<file path="src/rtl/alu_arbiter.sv">
`default_nettype none
// ============================================================================
// Module      : alu_arbiter
// Description : Round-robin arbiter that shares one combinational ALU between
//               two requesters, with registered operands and result.
// Revision    : 1.0 - initial release
// ============================================================================
module alu_arbiter #(
  parameter int CNT_W = 8
) (
  input  logic             clk,
  input  logic             rst,
  input  logic             req0_valid,
  output logic             req0_ready,
  input  logic [5:0]       req0_a,
  input  logic [5:0]       req0_b,
  input  logic [2:0]       req0_fxn,
  input  logic             req1_valid,
  output logic             req1_ready,
  input  logic [5:0]       req1_a,
  input  logic [5:0]       req1_b,
  input  logic [2:0]       req1_fxn,
  output logic             rsp0_valid,
  input  logic             rsp0_ready,
  output logic             rsp1_valid,
  input  logic             rsp1_ready,
  output logic [5:0]       rsp_data,
  output logic [5:0]       alu_a,
  output logic [5:0]       alu_b,
  output logic [2:0]       alu_fxn,
  input  logic [5:0]       alu_out,
  output logic             busy,
  output logic [CNT_W-1:0] op_count
);

  typedef enum logic [1:0] {
    S_IDLE = 2'd0,
    S_EXEC = 2'd1,
    S_RESP = 2'd2
  } state_t;

  localparam logic [CNT_W-1:0] c_one = 1;

  state_t           r_state;
  state_t           w_state_nxt;
  logic             r_last_grant;
  logic             r_winner;
  logic [5:0]       r_a;
  logic [5:0]       r_b;
  logic [2:0]       r_fxn;
  logic [5:0]       r_rsp_data;
  logic [CNT_W-1:0] r_op_count;
  logic             w_win;
  logic             w_grant;
  logic             w_rsp_ready;

  always_comb begin
    w_win       = req1_valid;
    w_grant     = 1'b0;
    w_rsp_ready = r_winner ? rsp1_ready : rsp0_ready;
    w_state_nxt = r_state;
    // Under contention the requester that was not served last goes next.
    if (req0_valid && req1_valid) begin
      w_win = ~r_last_grant;
    end
    // Gating with rst keeps the ready outputs low for the whole reset window.
    w_grant = (r_state == S_IDLE) && (req0_valid || req1_valid) && !rst;
    case (r_state)
      S_IDLE:  if (w_grant) w_state_nxt = S_EXEC;
      S_EXEC:  w_state_nxt = S_RESP;
      S_RESP:  if (w_rsp_ready) w_state_nxt = S_IDLE;
      default: w_state_nxt = S_IDLE;
    endcase
  end

  always_ff @(posedge clk or posedge rst) begin
    if (rst) begin
      r_state <= S_IDLE;
    end else begin
      r_state <= w_state_nxt;
    end
  end

  always_ff @(posedge clk or posedge rst) begin
    if (rst) begin
      r_last_grant <= 1'b1;
      r_winner     <= 1'b0;
      r_a          <= 6'd0;
      r_b          <= 6'd0;
      r_fxn        <= 3'b000;
      r_rsp_data   <= 6'd0;
      r_op_count   <= '0;
    end else begin
      if (w_grant) begin
        r_winner     <= w_win;
        r_last_grant <= w_win;
        r_a          <= w_win ? req1_a   : req0_a;
        r_b          <= w_win ? req1_b   : req0_b;
        r_fxn        <= w_win ? req1_fxn : req0_fxn;
      end
      if (r_state == S_EXEC) begin
        r_rsp_data <= alu_out;
      end
      if ((r_state == S_RESP) && w_rsp_ready) begin
        r_op_count <= r_op_count + c_one;
      end
    end
  end

  assign req0_ready = w_grant && !w_win;
  assign req1_ready = w_grant && w_win;
  assign rsp0_valid = (r_state == S_RESP) && !r_winner;
  assign rsp1_valid = (r_state == S_RESP) && r_winner;
  assign rsp_data   = r_rsp_data;
  assign alu_a      = r_a;
  assign alu_b      = r_b;
  assign alu_fxn    = r_fxn;
  assign busy       = (r_state != S_IDLE);
  assign op_count   = r_op_count;

endmodule
`default_nettype wire
</file>
<file path="config.mk">
export PLATFORM = sky130hd
export DESIGN_NAME = alu_arbiter
export DESIGN_NICKNAME = d
export VERILOG_FILES = /design/src/rtl/alu_arbiter.sv
export SDC_FILE = /design/constraint.sdc
export NUM_CORES = 1
export LEC_CHECK = 0
export CAP_MARGIN = 25
export CORE_MARGIN = 2
export CORE_UTILIZATION = 43
export DETAILED_ROUTE_END_ITERATION = 7
export PLACE_DENSITY_LB_ADDON = 0.2
export SYNTH_ARGS = -nofsm -noshare
export SYNTH_HDL_FRONTEND = slang
export SYNTH_SLANG_ARGS = --single-unit
</file>
<file path="constraint.sdc">
create_clock -name clk -period 2.3 [get_ports clk]
set_clock_uncertainty 0.1 [all_clocks]
set_input_delay 0.23 -clock clk [delete_from_list [all_inputs] [get_ports clk]]
set_output_delay 0.23 -clock clk [all_outputs]
set_load 0.05 [all_outputs]
</file>
==> flow_summary.ini, run 1 <==
[outcome]
status = completed

[die]
core_um2 = 3420
core.rowCount = 21
pin_count = 76
dieHeight_um = 64.3
initial_core_util = 0.458
chipWidth_um = 64.3
die_area_um2 = 4140

[power]
peakVddDrop_mv = 0.664
switchingPower_mw = 1.73
finalPower_mw = 3.50
power_frac_seq = 0.303
internal_power_mw = 1.77
combPwrFrac = 0.607
power_frac_clock = 0.090
leakagePower_nw = 1.07
switching_share = 0.495
cellPowerDensity_nw_per_um2 = 1430

[timing]
fmax_mhz = 466
period_share = 0.932
setup_tns_ns = 0
final_hold_viol_count = 0
setup_viol = 0
holdWs_ns = 0.108
rsz0062_at_grt = no
max_slew_margin = 0.652
period_minus_slack_ns = 2.14
maxSlewViolCount = 0
worst_pin_slew_ns = 0.521

[job]
cap_violations = 0

[grt]
gr-total-overflow = 0
grt_usage = 0.214
grt_start_max_net_pins = 27
antenna_found_initial = 0
grt_pass1_wl_mm = 6.82
first_global_vias = 1493

[logic_synthesis]
syn-num-nets = 179
syn_area_per_cell_um2 = 11.5
synth_cells = 136
ys_ff_latch = 33
netlist_area_um2 = 1560
ys_seq_area_frac = 0.529
synth_cell_type_count = 33
yosysWarnings = 0

[critical_path]
slowest_delay_ns = 0.70
path_cells = or2_2 -> clkdlybuf4s50_1
crit_arrival_ns = 1.81
worstSetupPathType = reg -> out
crit_required_ns = 1.97
start_kind = flop
cp-end-kind = output port
cp_max_fo = 7
slowest_stage = clkdlybuf4s50_1

[cts]
numCtsBuffers = 5
cts_buffer_depth = 2
hold_buffers = 0
cts_root_buf = clkbuf_4
clkSlewWorstSetupHoldPaths_ns = 0.10
clock-sinks = 33
insertion_delay_ns = 0.33
cts_tree = yes
htreeDepth = 2

[cells_and_area]
stdcell_count = 263
syn2layout_area_growth_pct = 57.0
drive_above_1_share = 0.180
design_area_um2 = 2450
fill_cells = 267
diodes = 0
fin_nets = 259

[detailed_routing]
vias = 1421
drt-total-wl_mm = 4.02
dr.pass1.iters = 4
drc = 0
ant_nets = 0
drt-vias-per-instance = 5.40
wl_per_cell_um = 15.3
drt_iter0_markers = 83

[placed_design]
port_buffers = 75
hpwl_mm = 3.04
dpl-instance-area_um2 = 2390
routabilityCongestion = 0.764
placed_cells = 255

[hold_path]
min_path_type = in -> async
==> cells in the final DEF, fill, tap and decap left out, types with 2 or more instances in the layout <==
cell	n
clkdlybuf4s50_1	71
dfrtp_1	32
nand2_1	17
a221o_1	15
nor3_1	9
nor3_2	9
mux2_2	8
buf_4	8
clkbuf_4	5
nor2_1	4
xnor2_1	4
inv_1	4
xor2_1	3
and3_1	2
nand2b_1	2
nand3_1	2
clkinv_2	2
dlymetal6s2s_1	2
buf_12	2
==> final cells by class <==
type | count | area, µm² | area share
clock buffer | 5 | 37.5 | 0.0153
clock inverter | 3 | 17.5 | 0.00714
inverter | 4 | 15.0 | 0.00612
multi-input combinational | 89 | 664 | 0.271
sequential | 33 | 827 | 0.337
tap | 46 | 57.6 | 0.0234
timing repair buffer | 83 | 836 | 0.340
==> final timing paths <==
check / start / end / slack (ns) / cells past startpoint
max in group asynchronous: rst / r_last_grant / 1.31 / 3
setup / recovery: r_state[1] / busy / 0.16 / 2
min in group clk: op_count[7] / op_count[7] / 0.38 / 1
hold reg to reg: op_count[7] / op_count[7] / 0.38 / 1
hold / removal: rst / alu_a[5] / 0.11 / 2
setup reg to reg: r_state[1] / alu_fxn[0] / 0.57 / 4
==> Yosys cell counts (all sizes together) <==
cell type	n	share of area
a21o	2	0.010
a221o	15	0.096
and3	2	0.0080
and4b	1	0.0064
buf	7	0.032
clkbuf	3	0.0080
dfrtp	32	0.51
dfstp	1	0.017
ha	1	0.0080
inv	4	0.0096
mux2	8	0.058
mux2i	1	0.0064
nand2	17	0.041
nand2b	2	0.0080
nand3	2	0.0064
nand3b	1	0.0048
nand4	1	0.0040
nor2	4	0.0096
nor2b	1	0.0040
nor3	18	0.086
nor3b	1	0.0048
o21ai	2	0.0064
or2	1	0.0040
or3	1	0.0040
or4b	1	0.0064
xnor2	4	0.022
xor2	3	0.017
==> through the flow <==
step           utilization  worst slack (ns)
4_1_cts              0.717            0.0443
3_5_place_dp         0.701             0.390
6_report             0.719             0.155
5_1_grt              0.719            0.0748
2_1_floorplan            -             0.249
3_3_place_gp         0.701             0.394
==> layer usage <==
metal	up-vias	wire [µm]	global-route usage
li1	646	-	-
met1	714	1610	0.255
met2	57	2130	0.382
met3	4	244	0.0352
met4	0	36	0.0824
met5	-	0	0
==> kinds of logic after synthesis <==
group,Yosys count,synth area share
AND/OR/NAND/NOR,53,0.198
flip-flops,33,0.529
AO/OA/AOI/OAI,19,0.113
buffers and inverters,14,0.0496
multiplexers,9,0.0640
XOR/XNOR,7,0.0392
adder cells (fa/ha/maj),1,0.00800
==> critical path, delay by kind of cell, from the launching register on <==
kind / cells / cell delay, ns
buf+inv: 1 / 0.70
flops: 1 / 0.46
simple gates: 1 / 0.33
==> registers in the layout, indices dropped and copies added, names as in the netlist <==
name	cells
alu_a	6
alu_b	6
alu_fxn	3
op_count	8
r_last_grant	1
r_state	2
r_winner	1
rsp_data	6
==> power by group through the flow <==
stage	clock network, mW	registers [mW]	logic (mW)
after global routing	0.355	1.10	2.21
after global placement	0	1.05	2.10
after detailed placement	0	1.06	2.14
after CTS	0.325	1.06	2.14
after floorplan	0	1.84	0.606
final	0.315	1.06	2.12
==> timing repair <==
action                                  4_1_cts  5_1_grt
endpoints found under the setup margin        0        2
resized for setup                             0        2
buffers inserted                              0        0
No activity file was read; power rests on OpenSTA's default activity.
==> run 2, diff against run 1 <==
Settings changed: CELL_PAD_IN_SITES_DETAIL_PLACEMENT set to 1, CELL_PAD_IN_SITES_GLOBAL_PLACEMENT set to 2, CORE_UTILIZATION 43 to 26.
==> run 2 against run 1 <==
  * Cell count increased by 10%
  * Register-to-register slack improved by 0.09 ns
  * Hold slack improved by 0.19 ns
  * Sequential share of layout area decreased by 0.93 points
  * Routed wire length rose by 14%
==> flow_summary.ini, run 2 (synthesized netlist as in run 1, its figures left out) <==
[outcome]
status = completed

[cts]
insertion_delay_ns = 0.27
clock-sinks = 33
clkSlewWorstSetupHoldPaths_ns = 0.07
cts_setup_buffers = 0
cts_root_buf = clkbuf_8
cts_tree = yes
cts_resized = 0
hold_buffers = 0
htreeDepth = 2
numCtsBuffers = 5
cts_buffer_depth = 2

[critical_path]
worstSetupPathType = reg -> out
cp-end-kind = output port
cp_max_fo = 7
crit_required_ns = 1.97
crit_arrival_ns = 1.83
start_kind = flop

[power]
cellPowerDensity_nw_per_um2 = 1430
power_frac_clock = 0.118
power_frac_seq = 0.293
switchingPower_mw = 1.73
switching_share = 0.478
leakagePower_nw = 1.06
combPwrFrac = 0.589
peakVddDrop_mv = 0.603
internal_power_mw = 1.89

[die]
pin_count = 76
die_area_um2 = 6650
core.rowCount = 28
initial_core_util = 0.267
dieHeight_um = 81.6
core_um2 = 5850
chipWidth_um = 81.6

[hold_path]
min_path_type = in -> async

[grt]
grt_pass1_wl_mm = 7.39
first_global_vias = 1551
grt_start_max_net_pins = 20
gr-total-overflow = 0
antenna_found_initial = 0
grt_usage = 0.146

[detailed_routing]
drt_iter0_markers = 26
ant_nets = 0
dr.pass1.iters = 4
drc = 0
wl_per_cell_um = 15.7
drt-vias-per-instance = 4.80
drt-total-wl_mm = 4.57
vias = 1393

[timing]
setup_viol = 0
period_minus_slack_ns = 2.16
period_share = 0.940
rsz0062_at_grt = no
worst_pin_slew_ns = 0.651
max_slew_margin = 0.566
setup_tns_ns = 0
fmax_mhz = 463
final_hold_viol_count = 0
maxSlewViolCount = 0

[cells_and_area]
drive_above_1_share = 0.167
syn2layout_area_growth_pct = 61.4
final_common_cell = clkdlybuf4s50_1
largest_reg_flops = 8
diodes = 0
final_cell_mix = 72 x clkdlybuf4s50_1, 32 x dfrtp_1, 17 x nand2_1
fin_nets = 258
fin_util = 0.432

[placed_design]
hpwl_mm = 3.47
port_buffers = 75
routabilityCongestion = 0.663

[job]
cap_violations = 0
[run 2: cell types whose count changed in the layout (fill, tap and decap cells not counted)]
cell,previous run,this run
clkbuf_1,0,1
clkbuf_4,5,0
clkbuf_8,0,6
buf_4,8,6
clkinvlp_4,1,0
dlymetal6s2s_1,2,1
buf_12,2,3
clkinv_2,2,0
clkdlybuf4s50_1,71,72
[run 2: worst max-delay path, stage by stage (launching register included)]
cell and delay [ns]:
dfrtp_1 0.43, nand2b_1 0.21, nor2_1 0.11, clkdlybuf4s50_1 0.80
[run 2: through the flow]
step	hold slack (ns)	cell area, µm²	setup slack, ns	power, mW	std cells
after floorplan	0.258	1570	0.249	2.44	136
after global placement	0.361	2440	0.442	3.18	283
after detailed placement	0.376	2440	0.416	3.22	283
after CTS	0.322	2520	0.104	3.67	290
after global routing	0.348	2520	0.0144	3.82	290
final	0.300	2520	0.139	3.62	290
[run 2: cell type report]
| type | instances | area (µm²) |
|---|---|---|
| multi-input combinational | 89 | 664 |
| timing repair buffer | 82 | 838 |
| fill | 639 | 3330 |
| clock buffer | 7 | 86.3 |
| sequential | 33 | 827 |
| tap | 75 | 93.8 |
| inverter | 4 | 15.0 |
[run 2: metal layers]
layer  part of all wire  track usage
met4             0.0042       0.0356
met2               0.53        0.253
met3              0.061       0.0451
met1               0.41        0.175
met5                  0            0
[run 2: power groups by stage]
stage / combinational (mW) / sequential, mW / clock (mW)
4_1_cts: 2.16 / 1.07 / 0.449
3_3_place_gp: 2.13 / 1.06 / 0
3_5_place_dp: 2.15 / 1.07 / 0
5_1_grt: 2.24 / 1.10 / 0.473
6_report: 2.13 / 1.06 / 0.426
2_1_floorplan: 0.606 / 1.84 / 0
[run 2: final timing paths]
| check | depth (start not counted) | slack (ns) | to | from |
|---|---|---|---|---|
| worst max-delay path | 3 | 0.14 | rsp1_valid | r_state[0] |
| worst min-delay path | 2 | 0.30 | alu_b[0] | rst |
| worst max register to register | 4 | 0.66 | alu_a[5] | r_state[1] |
| worst min register to register | 1 | 0.38 | op_count[7] | op_count[7] |
| max in group asynchronous | 3 | 1.26 | rsp_data[5] | rst |
| min in group clk | 1 | 0.38 | op_count[7] | op_count[7] |
